$ cat config.mk
export PLATFORM = sky130hd
export DESIGN_NAME = mcp_tx_arbiter_flat
export DESIGN_NICKNAME = d
export VERILOG_FILES = /design/src/rtl/mcp_tx_arbiter_pkg.sv /design/src/rtl/mcp_tx_arbiter_if.sv /design/src/rtl/mcp_tx_arbiter_rr_arbiter.sv /design/src/rtl/mcp_tx_arbiter.sv /design/src/flat_wrapper.sv
export SDC_FILE = /design/constraint.sdc
export NUM_CORES = 1
export LEC_CHECK = 0
export CAP_MARGIN = 10
export CORE_ASPECT_RATIO = 0.6
export CORE_MARGIN = 2
export CORE_UTILIZATION = 36
export DETAILED_ROUTE_END_ITERATION = 10
export HOLD_SLACK_MARGIN = 0.06
export PLACE_DENSITY = 0.85
export SYNTH_ARGS = -nofsm -noshare
export SYNTH_HDL_FRONTEND = slang
export SYNTH_SLANG_ARGS = --single-unit
$ cat constraint.sdc
create_clock -name clk -period 1.7 [get_ports clk]
set_input_delay 0.34 -clock clk [delete_from_list [all_inputs] [get_ports clk]]
set_output_delay 0.34 -clock clk [all_outputs]
set_load 0.03 [all_outputs]
$ cat src/rtl/mcp_tx_arbiter_pkg.sv
// Shared types and constants for the MCP transmit-side controller.
package mcp_pkg;

  typedef enum logic [0:0] {
    IDLE     = 1'b0,
    WAIT_ACK = 1'b1
  } mcp_tx_state_e;

  localparam int unsigned MCP_DEFAULT_DATA_WIDTH = 32;
  localparam int unsigned MCP_MIN_TIMEOUT        = 8;

endpackage

$ cat src/rtl/mcp_tx_arbiter_if.sv
// Requester, crossing and status signals of the MCP transmit controller.
interface mcp_tx_if
  import mcp_pkg::*;
#(
  parameter int unsigned NUM_REQ    = 4,
  parameter int unsigned DATA_WIDTH = MCP_DEFAULT_DATA_WIDTH
);
  localparam int unsigned ID_W = (NUM_REQ > 1) ? $clog2(NUM_REQ) : 1;

  logic [NUM_REQ-1:0]            req_valid;
  logic [NUM_REQ*DATA_WIDTH-1:0] req_data;
  logic [NUM_REQ-1:0]            req_ready;
  logic [DATA_WIDTH-1:0]         mcp_data;
  logic                          mcp_req_toggle;
  logic                          mcp_ack_pulse;
  logic                          busy;
  logic [ID_W-1:0]               grant_id;
  logic                          timeout_err;
  logic                          spurious_ack;

  modport slave (
    input  req_valid, req_data, mcp_ack_pulse,
    output req_ready, mcp_data, mcp_req_toggle, busy, grant_id, timeout_err, spurious_ack
  );

  modport master (
    output req_valid, req_data, mcp_ack_pulse,
    input  req_ready, mcp_data, mcp_req_toggle, busy, grant_id, timeout_err, spurious_ack
  );

endinterface

$ cat src/rtl/mcp_tx_arbiter_rr_arbiter.sv
// Combinational round-robin picker: first set request at or above ptr, else lowest set.
module rr_arbiter #(
  parameter int unsigned NUM_REQ = 4,
  localparam int unsigned ID_W   = (NUM_REQ > 1) ? $clog2(NUM_REQ) : 1
) (
  input  logic [NUM_REQ-1:0] req,
  input  logic [ID_W-1:0]    ptr,
  output logic [NUM_REQ-1:0] gnt,
  output logic [ID_W-1:0]    gnt_id
);

  logic found;

  always_comb begin
    gnt    = '0;
    gnt_id = '0;
    found  = 1'b0;
    for (int i = 0; i < int'(NUM_REQ); i++) begin
      if (!found && req[i] && (i >= int'(ptr))) begin
        found  = 1'b1;
        gnt[i] = 1'b1;
        gnt_id = ID_W'(i);
      end
    end
    // Nothing at or above the pointer: wrap around to the lowest index.
    for (int i = 0; i < int'(NUM_REQ); i++) begin
      if (!found && req[i]) begin
        found  = 1'b1;
        gnt[i] = 1'b1;
        gnt_id = ID_W'(i);
      end
    end
  end

endmodule

$ cat src/rtl/mcp_tx_arbiter.sv
// Source-domain MCP toggle/ack controller: arbitrates requesters onto one
// stable data register and waits for the synchronised destination ack.
module mcp_tx_arbiter
  import mcp_pkg::*;
#(
  parameter int unsigned NUM_REQ        = 4,
  parameter int unsigned DATA_WIDTH     = MCP_DEFAULT_DATA_WIDTH,
  parameter int unsigned TIMEOUT_CYCLES = 1024
) (
  input  logic     clk,
  input  logic     reset_n,
  mcp_tx_if.slave  bus
);

  localparam int unsigned ID_W  = (NUM_REQ > 1) ? $clog2(NUM_REQ) : 1;
  localparam int unsigned CNT_W = $clog2(TIMEOUT_CYCLES + 1);

  localparam logic [0:0] ST_IDLE     = IDLE;
  localparam logic [0:0] ST_WAIT_ACK = WAIT_ACK;

  logic [0:0]            state_q, state_d;
  logic [DATA_WIDTH-1:0] data_q,  data_d;
  logic                  tog_q,   tog_d;
  logic [ID_W-1:0]       gid_q,   gid_d;
  logic [ID_W-1:0]       ptr_q,   ptr_d;
  logic [CNT_W-1:0]      cnt_q,   cnt_d;
  logic                  tmo_q,   tmo_d;
  logic                  spur_q,  spur_d;

  logic [NUM_REQ-1:0] arb_req;
  logic [NUM_REQ-1:0] arb_gnt;
  logic [ID_W-1:0]    arb_id;

  assign arb_req = (state_q == ST_IDLE) ? bus.req_valid : '0;

  rr_arbiter #(.NUM_REQ(NUM_REQ)) u_rr_arbiter (
    .req    (arb_req),
    .ptr    (ptr_q),
    .gnt    (arb_gnt),
    .gnt_id (arb_id)
  );

  // Ready is the only combinational output; held low while in reset.
  assign bus.req_ready      = arb_gnt & {NUM_REQ{reset_n}};
  assign bus.mcp_data       = data_q;
  assign bus.mcp_req_toggle = tog_q;
  assign bus.busy           = (state_q == ST_WAIT_ACK);
  assign bus.grant_id       = gid_q;
  assign bus.timeout_err    = tmo_q;
  assign bus.spurious_ack   = spur_q;

  always_comb begin
    state_d = state_q;
    data_d  = data_q;
    tog_d   = tog_q;
    gid_d   = gid_q;
    ptr_d   = ptr_q;
    cnt_d   = cnt_q;
    tmo_d   = tmo_q;
    spur_d  = spur_q;
    case (state_q)
      ST_IDLE: begin
        if (bus.mcp_ack_pulse) spur_d = 1'b1;
        if (|arb_gnt) begin
          for (int i = 0; i < int'(NUM_REQ); i++) begin
            if (arb_gnt[i]) data_d = bus.req_data[i*DATA_WIDTH +: DATA_WIDTH];
          end
          tog_d   = ~tog_q;
          gid_d   = arb_id;
          ptr_d   = (arb_id == ID_W'(NUM_REQ - 1)) ? '0 : arb_id + ID_W'(1);
          cnt_d   = '0;
          state_d = ST_WAIT_ACK;
        end
      end
      ST_WAIT_ACK: begin
        // Data and toggle stay frozen; only the wait counter advances.
        if (cnt_q != CNT_W'(TIMEOUT_CYCLES)) cnt_d = cnt_q + CNT_W'(1);
        if (cnt_q >= CNT_W'(TIMEOUT_CYCLES - 1)) tmo_d = 1'b1;
        if (bus.mcp_ack_pulse) state_d = ST_IDLE;
      end
      default: state_d = ST_IDLE;
    endcase
  end

  always_ff @(posedge clk or negedge reset_n) begin
    if (!reset_n) begin
      state_q <= ST_IDLE;
      data_q  <= '0;
      tog_q   <= 1'b0;
      gid_q   <= '0;
      ptr_q   <= '0;
      cnt_q   <= '0;
      tmo_q   <= 1'b0;
      spur_q  <= 1'b0;
    end else begin
      state_q <= state_d;
      data_q  <= data_d;
      tog_q   <= tog_d;
      gid_q   <= gid_d;
      ptr_q   <= ptr_d;
      cnt_q   <= cnt_d;
      tmo_q   <= tmo_d;
      spur_q  <= spur_d;
    end
  end

endmodule

$ cat src/flat_wrapper.sv
// flat-port wrapper written by rule: the top's interface ports become plain ports
module mcp_tx_arbiter_flat import mcp_pkg::*;
#(
  parameter int unsigned NUM_REQ        = 4,
  parameter int unsigned DATA_WIDTH     = MCP_DEFAULT_DATA_WIDTH,
  parameter int unsigned TIMEOUT_CYCLES = 1024
)
  (clk, reset_n, bus_req_valid, bus_req_data, bus_mcp_ack_pulse, bus_req_ready, bus_mcp_data, bus_mcp_req_toggle, bus_busy, bus_grant_id, bus_timeout_err, bus_spurious_ack);
  mcp_tx_if #(.NUM_REQ(NUM_REQ), .DATA_WIDTH(DATA_WIDTH)) bus_i ();
  input  logic clk;
  input  logic reset_n;
  input wire logic [$bits(bus_i.req_valid)-1:0] bus_req_valid;
  input wire logic [$bits(bus_i.req_data)-1:0] bus_req_data;
  input wire logic [$bits(bus_i.mcp_ack_pulse)-1:0] bus_mcp_ack_pulse;
  output wire logic [$bits(bus_i.req_ready)-1:0] bus_req_ready;
  output wire logic [$bits(bus_i.mcp_data)-1:0] bus_mcp_data;
  output wire logic [$bits(bus_i.mcp_req_toggle)-1:0] bus_mcp_req_toggle;
  output wire logic [$bits(bus_i.busy)-1:0] bus_busy;
  output wire logic [$bits(bus_i.grant_id)-1:0] bus_grant_id;
  output wire logic [$bits(bus_i.timeout_err)-1:0] bus_timeout_err;
  output wire logic [$bits(bus_i.spurious_ack)-1:0] bus_spurious_ack;
  assign bus_i.req_valid = bus_req_valid;
  assign bus_i.req_data = bus_req_data;
  assign bus_i.mcp_ack_pulse = bus_mcp_ack_pulse;
  assign bus_req_ready = bus_i.req_ready;
  assign bus_mcp_data = bus_i.mcp_data;
  assign bus_mcp_req_toggle = bus_i.mcp_req_toggle;
  assign bus_busy = bus_i.busy;
  assign bus_grant_id = bus_i.grant_id;
  assign bus_timeout_err = bus_i.timeout_err;
  assign bus_spurious_ack = bus_i.spurious_ack;
  mcp_tx_arbiter #(.NUM_REQ(NUM_REQ), .DATA_WIDTH(DATA_WIDTH), .TIMEOUT_CYCLES(TIMEOUT_CYCLES)) u_core (.clk(clk), .reset_n(reset_n), .bus(bus_i));
endmodule
==> impl_metrics.csv <==
group,metric,value,unit
status,status,"finished with violations",
status,violations,"negative setup slack",
synth,ys.flop_type,"dfrtp_1",
sta,clock_skew,0.00913,ns
final_layout,final_cell_area,0.00665,mm^2
setup_path,critical_path_depth,9,
sta,finalSetupViolations,53,
global_routing,grt_overflow_total,0,
global_routing,grt_pass1_vias,4232,
power_and_ir_drop,cellPowerDensity,1860,mW/mm^2
synth,synth_cell_types,40,
synth,synth_area,0.00337,mm^2
global_routing,grt_pass1_wl,21700,um
die,num_rows,27,
sta,fin_tns_setup,-10.56,ns
synth,yosys.area.top_type,"dfrtp_1",
placement,place_congestion,0.857,
detailed_routing,dr_wl_met3,1730,um
setup_path,arrival,2.14,ns
sta,fin_ws,-0.269,ns
setup_path,rrSetupSlack,-0.27,ns
setup_path,slowest_stage,"dfrtp_2",
setup_path,crit_fanout,7,
global_routing,antenna_found_initial,0,
final_layout,n_fill_cell,630,
synth,yosys-top-cells-area,"dfrtp_1, o22a_1, a22oi_1",
detailed_routing,met1_length,6380,um
power_and_ir_drop,ir_drop,804,uV
sta,worstMarginPinSlew,0.628,ns
synth,avgSynthCellArea,8.54,um^2
detailed_routing,drt_pass1_iterations,5,
synth,synthArstFlopShare,1.00,
setup_path,startpoint_type,"register",
final_layout,regArea,0.00128,mm^2
sta,final-hold-violation-count,0,
clock_network,cts_buffers,5,
detailed_routing,routed_wirelength,16400,um
clock_network,tritoncts,"done",
clock_network,h-tree-depth,2,
setup_path,cp-startpoint,"u_core.bus.busy",
synth,synth_edf_count,0,
detailed_routing,wl_met2,7820,um
setup_path,max_stage_delay,0.55,ns
synth,yosysMostFrequentCell,"dfrtp_1",
setup_path,crit_family,"buffers and inverters",
final_layout,instances_no_fill,747,
synth,synth_top_area_share,0.379,
detailed_routing,via_count,4604,
synth,ys_warn_count,0,
die,die_w,129,um
detailed_routing,post_drt_wl_per_cell,21.9,um
setup_path,cp.required,1.88,ns
setup_path,worstRegToRegCells,9,
sta,period_minus_slack,1.97,ns
clock_network,root_buffer,"clkbuf_16",
placement,port_buffers,176,
synth,synth_fp_nets,531,
die,ios,177,
placement,dp_hpwl,9440,um
synth,ys_ff_latch,51,
setup_path,crit_chain,"nor2_4 -> a21oi_4 -> buf_6 -> o32ai_4 -> buf_12 -> buf_8 -> buf_12 -> clkbuf_16 -> o22a_1",
sta,fmaxAchievable,508,MHz
sta,finalMaxSlewViolations,0,
setup_path,path_class,"reg2reg",
detailed_routing,ant_nets,0,
placement,dp_cells,690,
synth,synth_common_cells,"dfrtp_1, a21oi_1, o21ai_0",
job,max_cap_viol_count,0,
detailed_routing,drtIter0Drc,408,
die,core_area,0.00912,mm^2
setup_path,critPathBufInv,5,
clock_network,cts_buffer_depth,2,
sta,rsz0062_at_grt,"yes",
global_routing,grt_max_degree,49,
power_and_ir_drop,p_total,12.4,mW
placement,pre_cts_ws,-0.529,ns
synth,synth.yosys.seq_area_share,0.379,
final_layout,multiInputGateArea,0.00208,mm^2
final_layout,areaGrowthSynthToFinish,97.5,%
detailed_routing,post-route-drc-count,0,
final_layout,drive_gt1_frac,0.233,
final_layout,final_net_count,769,
die,die_area,0.0102,mm^2
power_and_ir_drop,power_leakage,2.78,nW
detailed_routing,viasPerCell,6.16,
global_routing,grt_usage,0.276,
clock_network,clk_transition_reported_paths,0.06,ns
worst_hold_path,hp-class,"in2async",
clock_network,cts.sinks,51,
setup_path,end_kind,"register",
setup_path,cpMostUsedCell,"buf_12",
sta,slew_headroom,0.582,
synth,synth_cells,394,
die,dieHeight,78.9,um
die,start_util,0.369,
setup_path,r2r_start,"u_core.bus.busy",
sta,min_period_over_period,1.16,
final_layout,diodes,0,
detailed_routing,top_layer_used,"met4",
clock_network,clock_latency,0.30,ns
placement,postPlaceCellArea,0.00553,mm^2
## report_power, final
part | switching (mW) | internal, mW
combinational | 4.50 | 4.61
sequential | 0.486 | 1.81
clock | 0.450 | 0.532
total | 5.44 | 6.95
## flip-flops by register name (all words and copies together), names as in the netlist
| name | flops |
|---|---|
| u_core.bus.mcp_req_toggle | 1 |
| u_core.bus.spurious_ack | 1 |
| u_core.bus.mcp_data | 32 |
| u_core.cnt_q | 11 |
| u_core.bus.busy | 1 |
| u_core.bus.timeout_err | 1 |
| u_core.bus.grant_id | 2 |
| u_core.ptr_q | 2 |
## cell type report
type                       instances  share of cell area
timing repair buffer             274               0.450
multi-input combinational        293               0.312
sequential                        51               0.193
tap                              116              0.0218
clock buffer                       6              0.0194
inverter                           7             0.00395
## final timing paths
| check | to |
|---|---|
| max in group asynchronous | u_core.ptr_q[0] |
| max reg2reg | u_core.bus.mcp_data[19] |
| min reg2reg | u_core.bus.spurious_ack |
| max | u_core.bus.mcp_data[19] |
| min | u_core.bus.mcp_data[0] |
| min in group clk | u_core.bus.spurious_ack |
## worst reg2reg max path, delay by kind of cell (launching register included)
kind	cells	cell delay, ns
AND/OR/NAND/NOR	1	0.08
flip-flops	1	0.55
buffers and inverters	5	0.73
AO/OA/AOI/OAI	3	0.50
## logic make-up (layout without fill, tap and decap cells)
| kind of cell | Yosys count | after routing | synth area share |
|---|---|---|---|
| simple gates | 86 | 87 | 0.129 |
| fa+ha+maj | 2 | 2 | 0.00743 |
| flops | 51 | 51 | 0.379 |
| xor+xnor | 2 | 2 | 0.00521 |
| compound gates | 202 | 202 | 0.409 |
| buf+inv | 51 | 287 | 0.0703 |
## repair_timing
action                     4_1_cts  5_1_grt
hold buffers                     1        0
cloned                           2       10
hold endpoints to repair         3        0
pin swaps                       12       24
setup endpoints to repair       53       76
setup buffers                   28       12
resized for setup               47       72
## layout by cell type, fill, tap and decap left out, drive strengths merged
master and n:
clkdlybuf4s50 139, buf 95, dfrtp 51, o21ai 42, a21oi 41, nand3 38
o31ai 32, o22a 31, a22oi 31, dlymetal6s2s 25, nor2 16, clkbuf 13
nand2 9, a31oi 8, inv 7, nand2b 7, dlygate4sd2 6, and3 6
o21a 3, a21o 3, a41oi 3, nor3 3, nor2b 3, o211ai 2
xor2 2, or2 2, a221o 2, ha 2, o22ai 1, a21boi 1
o32ai 1, nor4bb 1, nor4 1, nand4b 1, o311a 1, bufbuf 1
dlygate4sd3 1
## routing by layer
layer,vias to the layer above,GRT usage
met5,-,0
met4,0,0.0826
met3,43,0.0633
met2,329,0.463
met1,2223,0.356
li1,2009,-
## metrics by stage
| step | utilization | hold slack (ns) |
|---|---|---|
| finish | 0.729 | 0.257 |
| detailed placement | 0.606 | 0.187 |
| global route | 0.729 | 0.317 |
| floorplan | - | 0.0444 |
| global placement | 0.606 | 0.182 |
| CTS | 0.667 | 0.277 |
No activity file was read; power rests on OpenSTA's default activity.
